--- config.mk ---
export PLATFORM = sky130hd
export DESIGN_NAME = hazard_unit
export DESIGN_NICKNAME = d
export VERILOG_FILES = /design/src/rtl/hazard_unit.sv
export SDC_FILE = /design/constraint.sdc
export NUM_CORES = 1
export LEC_CHECK = 0
export BUFFER_PORTS_ARGS = -buffer_cell sky130_fd_sc_hd__buf_2
export CAP_MARGIN = 20
export CORE_ASPECT_RATIO = 1.4
export CORE_UTILIZATION = 52
export DETAILED_ROUTE_END_ITERATION = 8
export PLACE_DENSITY_LB_ADDON = 0.3
export REMOVE_ABC_BUFFERS = 1
export SLEW_MARGIN = 25
export SYNTH_ARGS = -nofsm -noshare
export SYNTH_HDL_FRONTEND = slang
export SYNTH_SLANG_ARGS = --single-unit
--- constraint.sdc ---
create_clock -name clk -period 2.3 [get_ports clk]
set_clock_uncertainty 0.1 [all_clocks]
set_input_delay 0.46 -clock clk [delete_from_list [all_inputs] [get_ports clk]]
set_output_delay 0.46 -clock clk [all_outputs]
set_load 0.03 [all_outputs]
--- src/rtl/hazard_unit.sv ---
// hazard_unit: hazard controller for the 5-stage MIPS core.
// It produces the EX-stage forwarding selects, load-use stall, branch flush
// and halt/drain control, and it keeps the cycle, stall and flush counters.
module hazard_unit #(
    parameter int DRAIN_CYCLES = 3,
    parameter int CNT_W        = 32
) (
    input  logic             clk,
    input  logic             reset,
    input  logic [4:0]       id_rs,
    input  logic [4:0]       id_rt,
    input  logic             id_use_rs,
    input  logic             id_use_rt,
    input  logic             id_halt,
    input  logic [9:0]       ex_src_reg_num,
    input  logic [4:0]       ex_rd,
    input  logic             ex_mem_read,
    input  logic             ex_branch_taken,
    input  logic [4:0]       mem_rd,
    input  logic             mem_reg_write,
    input  logic [4:0]       wb_rd,
    input  logic             wb_reg_write,
    input  logic             go,
    output logic             load_use,
    output logic             pc_dst,
    output logic             halt,
    output logic             pc_stall,
    output logic [1:0]       fwd_a,
    output logic [1:0]       fwd_b,
    output logic             halted,
    output logic [CNT_W-1:0] cycle_cnt,
    output logic [CNT_W-1:0] load_use_cnt,
    output logic [CNT_W-1:0] flush_cnt
);

    // Drain counter holds values 0 .. DRAIN_CYCLES-1.
    localparam int DW = (DRAIN_CYCLES > 1) ? $clog2(DRAIN_CYCLES) : 1;

    typedef enum logic [1:0] {
        S_RUN    = 2'd0,
        S_DRAIN  = 2'd1,
        S_HALTED = 2'd2
    } state_t;

    state_t          r_state;
    state_t          w_state_nxt;
    logic [DW-1:0]   r_drain_cnt;
    logic [DW-1:0]   w_drain_cnt_nxt;
    logic [CNT_W-1:0] r_cycle_cnt;
    logic [CNT_W-1:0] r_load_use_cnt;
    logic [CNT_W-1:0] r_flush_cnt;

    logic            w_lu_raw;
    logic            w_load_use;
    logic            w_halt_accept;
    logic            w_halt;

    // EX_MEM result is newer than MEM_WB, so it wins when both match.
    function automatic logic [1:0] fwd_sel(
        input logic [4:0] src,
        input logic [4:0] m_rd,
        input logic       m_we,
        input logic [4:0] w_rd,
        input logic       w_we
    );
        if (m_we && (m_rd != 5'd0) && (m_rd == src))
            return 2'b01;
        else if (w_we && (w_rd != 5'd0) && (w_rd == src))
            return 2'b10;
        else
            return 2'b00;
    endfunction

    // Forwarding selects for both EX operands.
    always_comb begin
        fwd_a = fwd_sel(ex_src_reg_num[9:5], mem_rd, mem_reg_write, wb_rd, wb_reg_write);
        fwd_b = fwd_sel(ex_src_reg_num[4:0], mem_rd, mem_reg_write, wb_rd, wb_reg_write);
    end

    // Hazard detection: a taken branch squashes the dependent ID instruction,
    // so neither the stall nor the halt request survives it.
    always_comb begin
        w_lu_raw = ex_mem_read && (ex_rd != 5'd0) &&
                   ((id_use_rs && (ex_rd == id_rs)) || (id_use_rt && (ex_rd == id_rt)));
        w_load_use    = w_lu_raw && !ex_branch_taken && (r_state == S_RUN);
        w_halt_accept = (r_state == S_RUN) && id_halt && !ex_branch_taken;
        w_halt        = w_halt_accept || (r_state != S_RUN);
    end

    assign load_use     = w_load_use;
    assign pc_dst       = ex_branch_taken;
    assign halt         = w_halt;
    assign pc_stall     = w_load_use || w_halt;
    assign halted       = (r_state == S_HALTED);
    assign cycle_cnt    = r_cycle_cnt;
    assign load_use_cnt = r_load_use_cnt;
    assign flush_cnt    = r_flush_cnt;

    // Next-state logic for the halt/drain machine.
    always_comb begin
        w_state_nxt     = r_state;
        w_drain_cnt_nxt = r_drain_cnt;
        unique case (r_state)
            S_RUN: begin
                if (w_halt_accept) begin
                    w_state_nxt     = S_DRAIN;
                    w_drain_cnt_nxt = DW'(DRAIN_CYCLES - 1);
                end
            end
            S_DRAIN: begin
                if (r_drain_cnt == '0)
                    w_state_nxt = S_HALTED;
                else
                    w_drain_cnt_nxt = r_drain_cnt - DW'(1);
            end
            S_HALTED: begin
                if (go)
                    w_state_nxt = S_RUN;
            end
            default: begin
                w_state_nxt     = S_RUN;
                w_drain_cnt_nxt = '0;
            end
        endcase
    end

    // State register; reset overrides go and id_halt.
    always_ff @(posedge clk) begin
        if (reset) begin
            r_state     <= S_RUN;
            r_drain_cnt <= '0;
        end else begin
            r_state     <= w_state_nxt;
            r_drain_cnt <= w_drain_cnt_nxt;
        end
    end

    // Performance counters, wrapping at 2^CNT_W.
    always_ff @(posedge clk) begin
        if (reset) begin
            r_cycle_cnt    <= '0;
            r_load_use_cnt <= '0;
            r_flush_cnt    <= '0;
        end else begin
            if (r_state != S_HALTED)
                r_cycle_cnt <= r_cycle_cnt + CNT_W'(1);
            if (w_load_use)
                r_load_use_cnt <= r_load_use_cnt + CNT_W'(1);
            if (ex_branch_taken && (r_state != S_HALTED))
                r_flush_cnt <= r_flush_cnt + CNT_W'(1);
        end
    end

endmodule

After elaboration in Yosys (flattened, before gate mapping) --
Cells that the tools add are included.
Storage, ports and cells: bits in registers 100, input bits 45, output and inout bits 105, word-level logic and storage cells 61
Operators by class: add/subtract/negate cells 4, equal/unequal tests 13, muxes and demuxes 11, bitwise gates (word level) 1, reductions and logical operators 27
Operators with widths (number):
- 32-bit by 1-bit adder with 32-bit output (second input constant) | 3
- 5-bit == test | 6
- 2-bit two-way mux | 9
- 1-bit logical AND | 15
- 5-bit nonzero test | 3
- 2-bit one-hot mux with 3 select lines | 2
- 2-bit inequality test (second input constant) | 5
- 3-bit AND reduction | 2
- 2-bit zero test | 2
- 1-bit logical OR | 3
- 2-bit by 1-bit == test with 1-bit output (second input constant) | 1
- 2-bit == test (second input constant) | 1
- 2-bit nonzero test | 1
- 2-bit by 1-bit subtractor with 2-bit output (second input constant) | 1
- 1-bit zero test | 1
- 1-bit inverter | 1

Logic depth before layout (Yosys ltp) --
Gate-level depths: netlist of the first run.
depth after elaboration 7, gate-level depth with buffers 8, mapped depth without buffers 6

Worst setup path after synthesis of the first run --
OpenSTA, ideal clock, no wires.
path kind in2out, start point in mem_rd[1], end point out fwd_a[1], arrival 2397 ps, data required time 1740 ps, path slack -657 ps, stages 4, path buffers 0, cells stage by stage or4_1 -> o21ai_0 -> nor4_1 -> nor4_1
On the way: cells in the longest elaborated chain, start to end 4, elaborated cells on any way between the ends 5, those cells by class eq/ne (1); mux (1); reduce/logical (3)
RTL lines:
- start, declared | RTL line 19 | input logic [4:0] mem_rd,
- 5-bit nonzero test | RTL line 66 | if (m_we && (m_rd != 5'd0) && (m_rd == src))
- 1-bit logical AND | RTL line 66
- 1-bit logical AND * | RTL line 66
- 2-bit two-way mux * | RTL line 66
- end, declared | RTL line 28 | output logic [1:0] fwd_a,
Every way passes the cells marked *; elsewhere a longest branch is shown, timed or not.

Worst setup path in the final report of the first run --
start point in wb_rd[1], end point out fwd_b[1]
On the way: cells in the longest elaborated chain, start to end 5, elaborated cells on any way between the ends 6, those cells by class eq/ne (1); mux (2); reduce/logical (3)
RTL lines:
- start, declared | RTL line 21 | input logic [4:0] wb_rd,
- 5-bit nonzero test | RTL line 68 | else if (w_we && (w_rd != 5'd0) && (w_rd == src))
- 1-bit logical AND | RTL line 68
- 1-bit logical AND * | RTL line 68
- 2-bit two-way mux * | RTL line 68
- 2-bit two-way mux * | RTL line 66
- end, declared | RTL line 29 | output logic [1:0] fwd_b,
Marks and branches as above.

==> results of run 1 <==
## cells by family after synthesis
kind of cell / synth area share
XOR/XNOR: 0.127
AND/OR/NAND/NOR: 0.323
buffers and inverters: 0.0311
multiplexers: 0.0129
adder cells (fa/ha/maj): 0.00956
flip-flops: 0.382
AO/OA/AOI/OAI: 0.115
## where the power goes
| group | internal (µW) | total, µW | switching, µW |
|---|---|---|---|
| logic | 148 | 355 | 207 |
| registers | 1750 | 1760 | 16.2 |
| clock network | 878 | 1540 | 662 |
## synth_stat cells (13+ instances only)
| cell type | instances |
|---|---|
| nor3_1 | 15 |
| dfxtp_1 | 100 |
| nor4_1 | 15 |
| o21ai_0 | 21 |
| clkbuf_1 | 23 |
| o31ai_1 | 26 |
| xor2_1 | 38 |
| and3_1 | 13 |
| a21oi_1 | 46 |
| nand3_1 | 41 |
| nand2_1 | 35 |
| nand4_1 | 26 |
| or3_1 | 13 |
| or4_1 | 31 |
| xnor2_1 | 38 |
| nor2_1 | 61 |
## final timing paths
kind	cells past startpoint	start	end	slack [ns]
min reg2reg	2	load_use_cnt[31]	load_use_cnt[31]	0.38
max reg2reg	7	load_use_cnt[1]	load_use_cnt[26]	0.15
min	3	go	r_state[1]	0.29
max	6	wb_rd[1]	fwd_b[1]	-0.04
## layout make-up
cell class | count | area, µm² | area share
Clock buffer | 11 | 243 | 0.0354
Clock inverter | 5 | 61.3 | 0.00893
Inverter | 11 | 41.3 | 0.00602
Multi-Input combinational cell | 484 | 3160 | 0.460
Sequential cell | 100 | 2000 | 0.292
Tap cell | 135 | 169 | 0.0246
Timing Repair Buffer | 193 | 1190 | 0.173
## routing by layer
metal / vias to the layer above / global-route usage / share of wire
met5: - / 0 / 0
met3: 43 / 0.0505 / 0.043
met2: 150 / 0.457 / 0.51
met1: 2494 / 0.289 / 0.41
met4: 0 / 0.127 / 0.038
li1: 2631 / - / -
## critical path, stage by stage
cell and delay, ns:
buf_6 0.10, buf_6 0.11, xor2_1 0.15, or4_4 0.42, nor4_2 0.32, buf_4 0.22
## flip-flops by register name (all words and copies together), names as in the netlist
name          count
flush_cnt        32
cycle_cnt        32
r_drain_cnt       2
load_use_cnt     32
r_state           2
## metrics by stage
step,instances,utilization,hold slack [ns],setup TNS [ns]
after floorplan,595,-,0.373,-42.79
after global placement,921,0.652,0.357,-1.63
after detailed placement,921,0.652,0.370,-4.06
after CTS,939,0.691,0.283,0
after global routing,939,0.697,0.312,-0.0759
final,939,0.697,0.288,-0.0374
## what timing repair did
action	in CTS	in global routing
resized for setup	20	14
pin swaps	8	1
buffers inserted	2	0
setup endpoints to repair	4	7
hold endpoints to repair	0	0
==> run metrics, run 1 <==
WP data arrival 1.78 ns; most common cell after layout, fill and taps aside buf_2; Clock Tree Buf Depth 2; die height 121 µm; post-place setup slack -0.162 ns; fin crit period 2.34 ns; Global Route Usage Sum 0.258; clock sinks 100; Setup-failing EPs final 1; Syn Area/Cell 8.38 µm²; Post-synth ARST share 0; Max Slew Vio Count 0; GP Congestion 0.899; Fin. Hold Viols 0; count of flip-flops with a built-in enable after synthesis 0; critical path class primary input to output pin; Crit. End Element output pin; clk slew on worst S/H paths 0.07 ns; FILL cells 813; DPL Wire Length 9910 µm; wire per inst 14.6 µm; Mapped Area 0.00524 mm²; Synth cell types 48; htree depth 3; Power Dens Cells 533 mW/mm²; largest net degree at the start of global routing 51; post-route ant nets 0; placed instance area 0.00642 mm²; DR vias 5318; Max-Cap Viols 0; post-route cell area 0.00686 mm²; max_slew headroom 0.570; I/O pin count 150; Worst EP required 1.74 ns; CTS tree yes; Synth area leaders dfxtp_1, xnor2_1, xor2_1; Critical Path Fanout Max 2; Yosys warnings 0; drt via density 5.66; global-route wire length before repair 21600 µm; GRT overflow 0; post-synth top area cell dfxtp_1; CTS Buf Count 9; Root Driver clkbuf_16; worst hold path type primary input to flip-flop; Port Buffer Count 149; Syn-to-layout area delta 31.1%; fin nets 848; Hold-fix buffers, CTS 0; LEAKAGE 0.00274 µW; RSZ-0062 raised after global routing true; Pre-antenna DRT Iters 6; failing checks setup timing; num rows 43; Syn Inst Count 625; layout cells sized above 1 0.305; DRC violations left 0; worst-margin pin slew 0.638 ns; worst skew pair latency 0.34 ns; routed wire length 13700 µm; Die ar. 0.0105 mm²; Initial Util 0.532; Tcrit/Tclk final 1.02; Pwr Total 3660 µW; drt initial violations 182; outcome finished with violations; Fmax achieved 428 MHz; Yosys top cell area share 0.382; Die Wd 86.8 µm; core area 0.00985 mm²; Worst Setup Slack, final -0.0374 ns; vias in the first global route 4893; initial antenna violation count 0; #FFs+latches synth 100; dominant synthesized flop cell dfxtp_1; Antenna Cells 0; most frequent cells in the layout buf_2, dfxtp_1, nor2_1; CP Launch Type primary input; Max IR drop VDD 395 µV; register area share after synthesis 0.382
Power figures use the tool's default switching activity.
==> inputs of run 2 (changes only) <==
--- a/config.mk
+++ b/config.mk
@@ -12,6 +12,7 @@
 export DETAILED_ROUTE_END_ITERATION = 8
 export PLACE_DENSITY_LB_ADDON = 0.3
 export REMOVE_ABC_BUFFERS = 1
+export SETUP_SLACK_MARGIN = 0.4
 export SLEW_MARGIN = 25
 export SYNTH_ARGS = -nofsm -noshare
 export SYNTH_HDL_FRONTEND = slang
==> run metrics, run 2 (synthesized netlist as in run 1, its figures left out) <==
Port Buffer Count 149 (unchanged); wire per inst 20.7 µm (+42%); WHS Path Cells 3 (unchanged); core area 0.00985 mm² (unchanged); LEAKAGE 0.00339 µW (+24%); Root Driver clkbuf_16; Pre-antenna DRT Iters 5 (-1); Max Slew Vio Count 0 (unchanged); Power Dens Cells 455 mW/mm² (-15%); Logic pwr share 0.128 (+0.031); Setup-failing EPs final 22 (+21); Flop pwr share 0.460 (-0.022); post-route ant nets 0 (unchanged); DPL Wire Length 9910 µm (unchanged); Tcrit/Tclk final 1.05 (+0.0320); most common cell after layout, fill and taps aside buf_2; fin cells 988 (+5.2%); outcome finished with violations; Crit. End Element flip-flop; Global Route Usage Sum 0.309 (+0.0511); worst-margin pin slew 0.432 ns (-0.206 ns); most frequent cells in the layout buf_2, dfxtp_1, buf_4; CTS Buf Count 9 (unchanged); Worst Setup Slack, final -0.111 ns (-0.0735 ns); Hold-fix buffers, CTS 0 (unchanged); WP data arrival 2.57 ns (+0.79 ns); critical path class primary input to flip-flop; fin nets 896 (+5.7%); GRT overflow 0 (unchanged); Pwr Total 3830 µW (+4.6%); Max IR drop VDD 410 µV (+4.0%); routed wire length 20400 µm (+49%); GP Congestion 0.899 (unchanged); drt initial violations 293 (+61%); drt via density 6.32 (+12%); I/O pin count 150 (unchanged); worst hold path type primary input to flip-flop; sink of the worst hold path r_state[1]; global-route wire length before repair 25600 µm (+18%); placed instance area 0.00642 mm² (unchanged); hold_sp go; DRC violations left 0 (unchanged); vias in the first global route 5497 (+12%); Worst R2R End load_use_cnt[24]; num rows 43 (unchanged); placed insts 921 (unchanged); Worst EP required 2.46 ns (+0.72 ns); Fin. Hold Viols 0 (unchanged); Pint 2830 µW (+2.0%); Psw 999 µW (+13%); layout cells sized above 1 0.513 (+0.208); Worst Reg-to-Reg Cells 7 (unchanged); htree depth 3 (unchanged); clock sinks 100 (unchanged); Initial Util 0.532 (unchanged); RSZ-0062 raised after global routing true; failing checks setup timing; clk slew on worst S/H paths 0.07 ns (about the same); CTS tree yes; Syn-to-layout area delta 60.7%; largest net degree at the start of global routing 51 (unchanged); post-route cell area 0.00841 mm² (+23%); internal reg-to-reg setup slack -0.04 ns (-0.19 ns); CP Launch Type primary input; Die Wd 86.8 µm (unchanged); worst skew pair latency 0.35 ns (about the same); Critical Path Fanout Max 6 (+4); Clock Tree Buf Depth 2 (unchanged); initial antenna violation count 1 (+1); die height 121 µm (unchanged); Fmax achieved 415 MHz (-3.1%); Final Util 0.855 (+0.157); fin crit period 2.41 ns (+0.0735 ns); DR vias 6248 (+17%); sw frac 0.261 (+0.0191); Die ar. 0.0105 mm² (unchanged); Clock Power Share 0.413 (-0.008); Max-Cap Viols 0 (unchanged); max_slew headroom 0.712 (+0.142); FF-to-FF Start r_state[0]
[run 2: cell types whose count changed in the layout (fill, tap and decap cells not counted), moves of 21 or more]
cell | previous run | this run
buf_6 | 9 | 36
dfxtp_2 | 1 | 22
dfxtp_1 | 99 | 73
a21oi_1 | 46 | 21
a21oi_2 | 0 | 24
[run 2: how the worst max path moves through the flow]
stage | start | endpoint | slack, ns
after global placement | mem_rd[1] | fwd_a[1] | -0.14
after floorplan | id_rs[3] | pc_stall | -2.14
after detailed placement | ex_rd[2] | load_use_cnt[13] | -0.16
after global routing | ex_rd[2] | load_use | -0.06
final | ex_rd[2] | load_use_cnt[10] | -0.11
after CTS | ex_src_reg_num[5] | fwd_a[1] | 0.01
[run 2: per-layer routing]
metal	share of wire	track usage	wire length, µm
met3	0.063	0.0553	1300
met4	0.062	0.189	1260
met2	0.52	0.546	10700
met5	0	0	0
met1	0.35	0.335	7230
[run 2: critical path: stages]
cell and delay (ns):
buf_2 0.13, xor2_1 0.17, nor4_1 0.39, buf_4 0.19
a32oi_4 0.09, buf_6 0.17, buf_12 0.14, buf_6 0.12
or4_4 0.48, a21oi_2 0.22
[run 2: area by class of cell]
cell class	instances	area (µm²)
clock inverter	5	61.3
timing repair buffer	241	1860
tap	135	169
fill	528	1430
clock buffer	11	243
antenna	1	2.50
multi-input combinational	484	3990
inverter	11	46.3
sequential	100	2050
[run 2: metrics by stage]
step	setup slack [ns]	hold WS, ns	TNS [ns]
2_1_floorplan	-2.14	0.373	-42.79
3_3_place_gp	-0.138	0.357	-1.63
3_5_place_dp	-0.162	0.370	-4.06
4_1_cts	0.0101	0.276	0
5_1_grt	-0.0615	0.309	-0.589
6_report	-0.111	0.279	-1.16
[run 2: power groups by stage]
| stage | Sequential (µW) | Clock (µW) | Combinational, µW |
|---|---|---|---|
| after CTS | 1760 | 1560 | 397 |
| after floorplan | 1820 | 0 | 123 |
| after detailed placement | 1800 | 0 | 325 |
| final | 1760 | 1580 | 488 |
| after global routing | 1760 | 1660 | 507 |
| after global placement | 1800 | 0 | 311 |
[run 2: repair_timing]
item	CTS	global route
pin swaps	76	64
cloned	5	3
gates resized for setup	127	155
setup buffers	25	17
endpoints found under the setup margin	69	66
==> inputs of run 3 (changes only) <==
--- a/config.mk
+++ b/config.mk
@@ -9,10 +9,11 @@
 export CAP_MARGIN = 20
 export CORE_ASPECT_RATIO = 1.4
 export CORE_UTILIZATION = 52
+export CTS_CLUSTER_SIZE = 8
 export DETAILED_ROUTE_END_ITERATION = 8
 export PLACE_DENSITY_LB_ADDON = 0.3
 export REMOVE_ABC_BUFFERS = 1
-export SETUP_SLACK_MARGIN = 0.4
+export SETUP_SLACK_MARGIN = 0.15
 export SLEW_MARGIN = 25
 export SYNTH_ARGS = -nofsm -noshare
 export SYNTH_HDL_FRONTEND = slang
==> run metrics, run 3 (synthesized netlist as in run 1, its figures left out) <==
RSZ-0062 raised after global routing true; Max IR drop VDD 390 µV (-5.0%); post-route cell area 0.00703 mm² (-16%); routed wire length 14200 µm (-30%); GRT overflow 0 (unchanged); drt via density 5.71 (-9.6%); Worst R2R End load_use_cnt[30]; WP data arrival 1.88 ns (-0.69 ns); layout cells sized above 1 0.340 (-0.173); Port Buffer Count 149 (unchanged); Crit. End Element output pin; Critical Path Fanout Max 2 (-4); Fmax achieved 410 MHz (-1.0%); outcome finished with violations; DPL Wire Length 9910 µm (unchanged); FILL cells 784 (+48%); failing checks setup timing; Max Slew Vio Count 0 (unchanged); hold_sp go; Fin. Hold Viols 0 (unchanged); clk slew on worst S/H paths 0.07 ns (about the same); worst skew pair latency 0.34 ns (about the same); initial antenna violation count 0 (-1); drt initial violations 228 (-22%); Pre-antenna DRT Iters 4 (-1); placed insts 921 (unchanged); Root Driver clkbuf_16; Pwr Total 3670 µW (-4.2%); Tcrit/Tclk final 1.06 (+0.0111); placed instance area 0.00642 mm² (unchanged); post-route ant nets 0 (unchanged); largest net degree at the start of global routing 51 (unchanged); internal reg-to-reg setup slack 0.18 ns (+0.22 ns); num rows 43 (unchanged); vias in the first global route 4854 (-12%); Die ar. 0.0105 mm² (unchanged); CP Launch Type primary input; Worst EP required 1.74 ns (-0.72 ns); wire per inst 15.1 µm (-27%); Syn-to-layout area delta 34.2%; fin cells 944 (-4.5%); Final Util 0.714 (-0.141); fin nets 853 (-4.8%); Power Dens Cells 521 mW/mm² (+15%); max_slew headroom 0.561 (-0.151); fin crit period 2.44 ns (+0.0256 ns); Worst Reg-to-Reg Cells 6 (-1); sink of the worst hold path r_state[1]; most frequent cells in the layout buf_2, dfxtp_1, nor2_1; worst-margin pin slew 0.652 ns (+0.220 ns); global-route wire length before repair 22000 µm (-14%); Global Route Usage Sum 0.263 (-0.0456); die height 121 µm (unchanged); Initial Util 0.532 (unchanged); I/O pin count 150 (unchanged); CTS Buf Count 9 (unchanged); DR vias 5394 (-14%); clock sinks 100 (unchanged); DRC violations left 0 (unchanged); Antenna Cells 0 (-1); FF-to-FF Start r_state[0]; CP startpoint mem_rd[1]; worst hold path type primary input to flip-flop; Worst Setup Slack, final -0.136 ns (-0.0256 ns); Multi-input gate area 0.00324 mm² (-19%); WHS Path Cells 3 (unchanged); Sequential Area 0.00201 mm² (-1.9%); core area 0.00985 mm² (unchanged); LEAKAGE 0.00279 µW (-18%); Max-Cap Viols 0 (unchanged); GP Congestion 0.899 (unchanged); most common cell after layout, fill and taps aside buf_2; critical path class primary input to output pin; Setup-failing EPs final 3 (-86%); Clock Tree Buf Depth 2 (unchanged); CTS tree yes; htree depth 3 (unchanged); Die Wd 86.8 µm (unchanged)
==> run 3: cell types whose count changed in the layout (fill, tap and decap cells not counted), sizes merged <==
cell | before | now
diode | 1 | 0
buf | 240 | 198
clkbuf | 12 | 11
==> run 3: through the flow <==
step                setup TNS (ns)  worst slack, ns  hold slack (ns)
finish                      -0.220           -0.136            0.290
global route                -0.483           -0.174            0.312
CTS                              0           0.0101            0.283
detailed placement           -4.06           -0.162            0.370
global placement             -1.63           -0.138            0.357
floorplan                   -42.79            -2.14            0.373
==> run 3: worst max-delay path by stage <==
stage	endpoint	cells past startpoint	slack, ns
after global placement	fwd_a[1]	6	-0.14
after floorplan	pc_stall	4	-2.14
after detailed placement	load_use_cnt[13]	8	-0.16
after global routing	fwd_b[1]	7	-0.17
after CTS	fwd_a[1]	5	0.01
final	fwd_b[1]	6	-0.14
==> run 3: power by group <==
| group | total, µW | switching (µW) | internal, µW |
|---|---|---|---|
| Combinational | 365 | 209 | 156 |
| Sequential | 1760 | 16.5 | 1750 |
| Clock | 1540 | 661 | 878 |
| Total | 3670 | 887 | 2780 |
==> run 3: cell type report <==
| cell class | instances | share of cell area |
|---|---|---|
| multi-input cells | 484 | 0.460 |
| flip-flops and latches | 100 | 0.286 |
| repair buffers | 198 | 0.181 |
| clock buffers | 11 | 0.0345 |
| well taps | 135 | 0.0240 |
| clock inverters | 5 | 0.00872 |
| inverters | 11 | 0.00587 |
==> run 3: per-layer routing <==
layer / global-route usage / share of wire / up-vias
met1: 0.299 / 0.40 / 2531
met4: 0.142 / 0.042 / 0
met2: 0.456 / 0.51 / 180
li1: - / - / 2639
met3: 0.0519 / 0.047 / 44
met5: 0 / 0 / -
==> run 3: critical path: stages <==
cell	delay [ns]
buf_2	0.11
or4_4	0.52
o21ai_2	0.14
nor4_1	0.11
nor4_1	0.30
buf_4	0.24
==> run 3: timing repair <==
item                                    4_1_cts  5_1_grt
buffers inserted                              4        3
hold buffers                                  0        0
gates resized for setup                      32       37
pin swaps                                    11       21
endpoints found under the setup margin       10       52
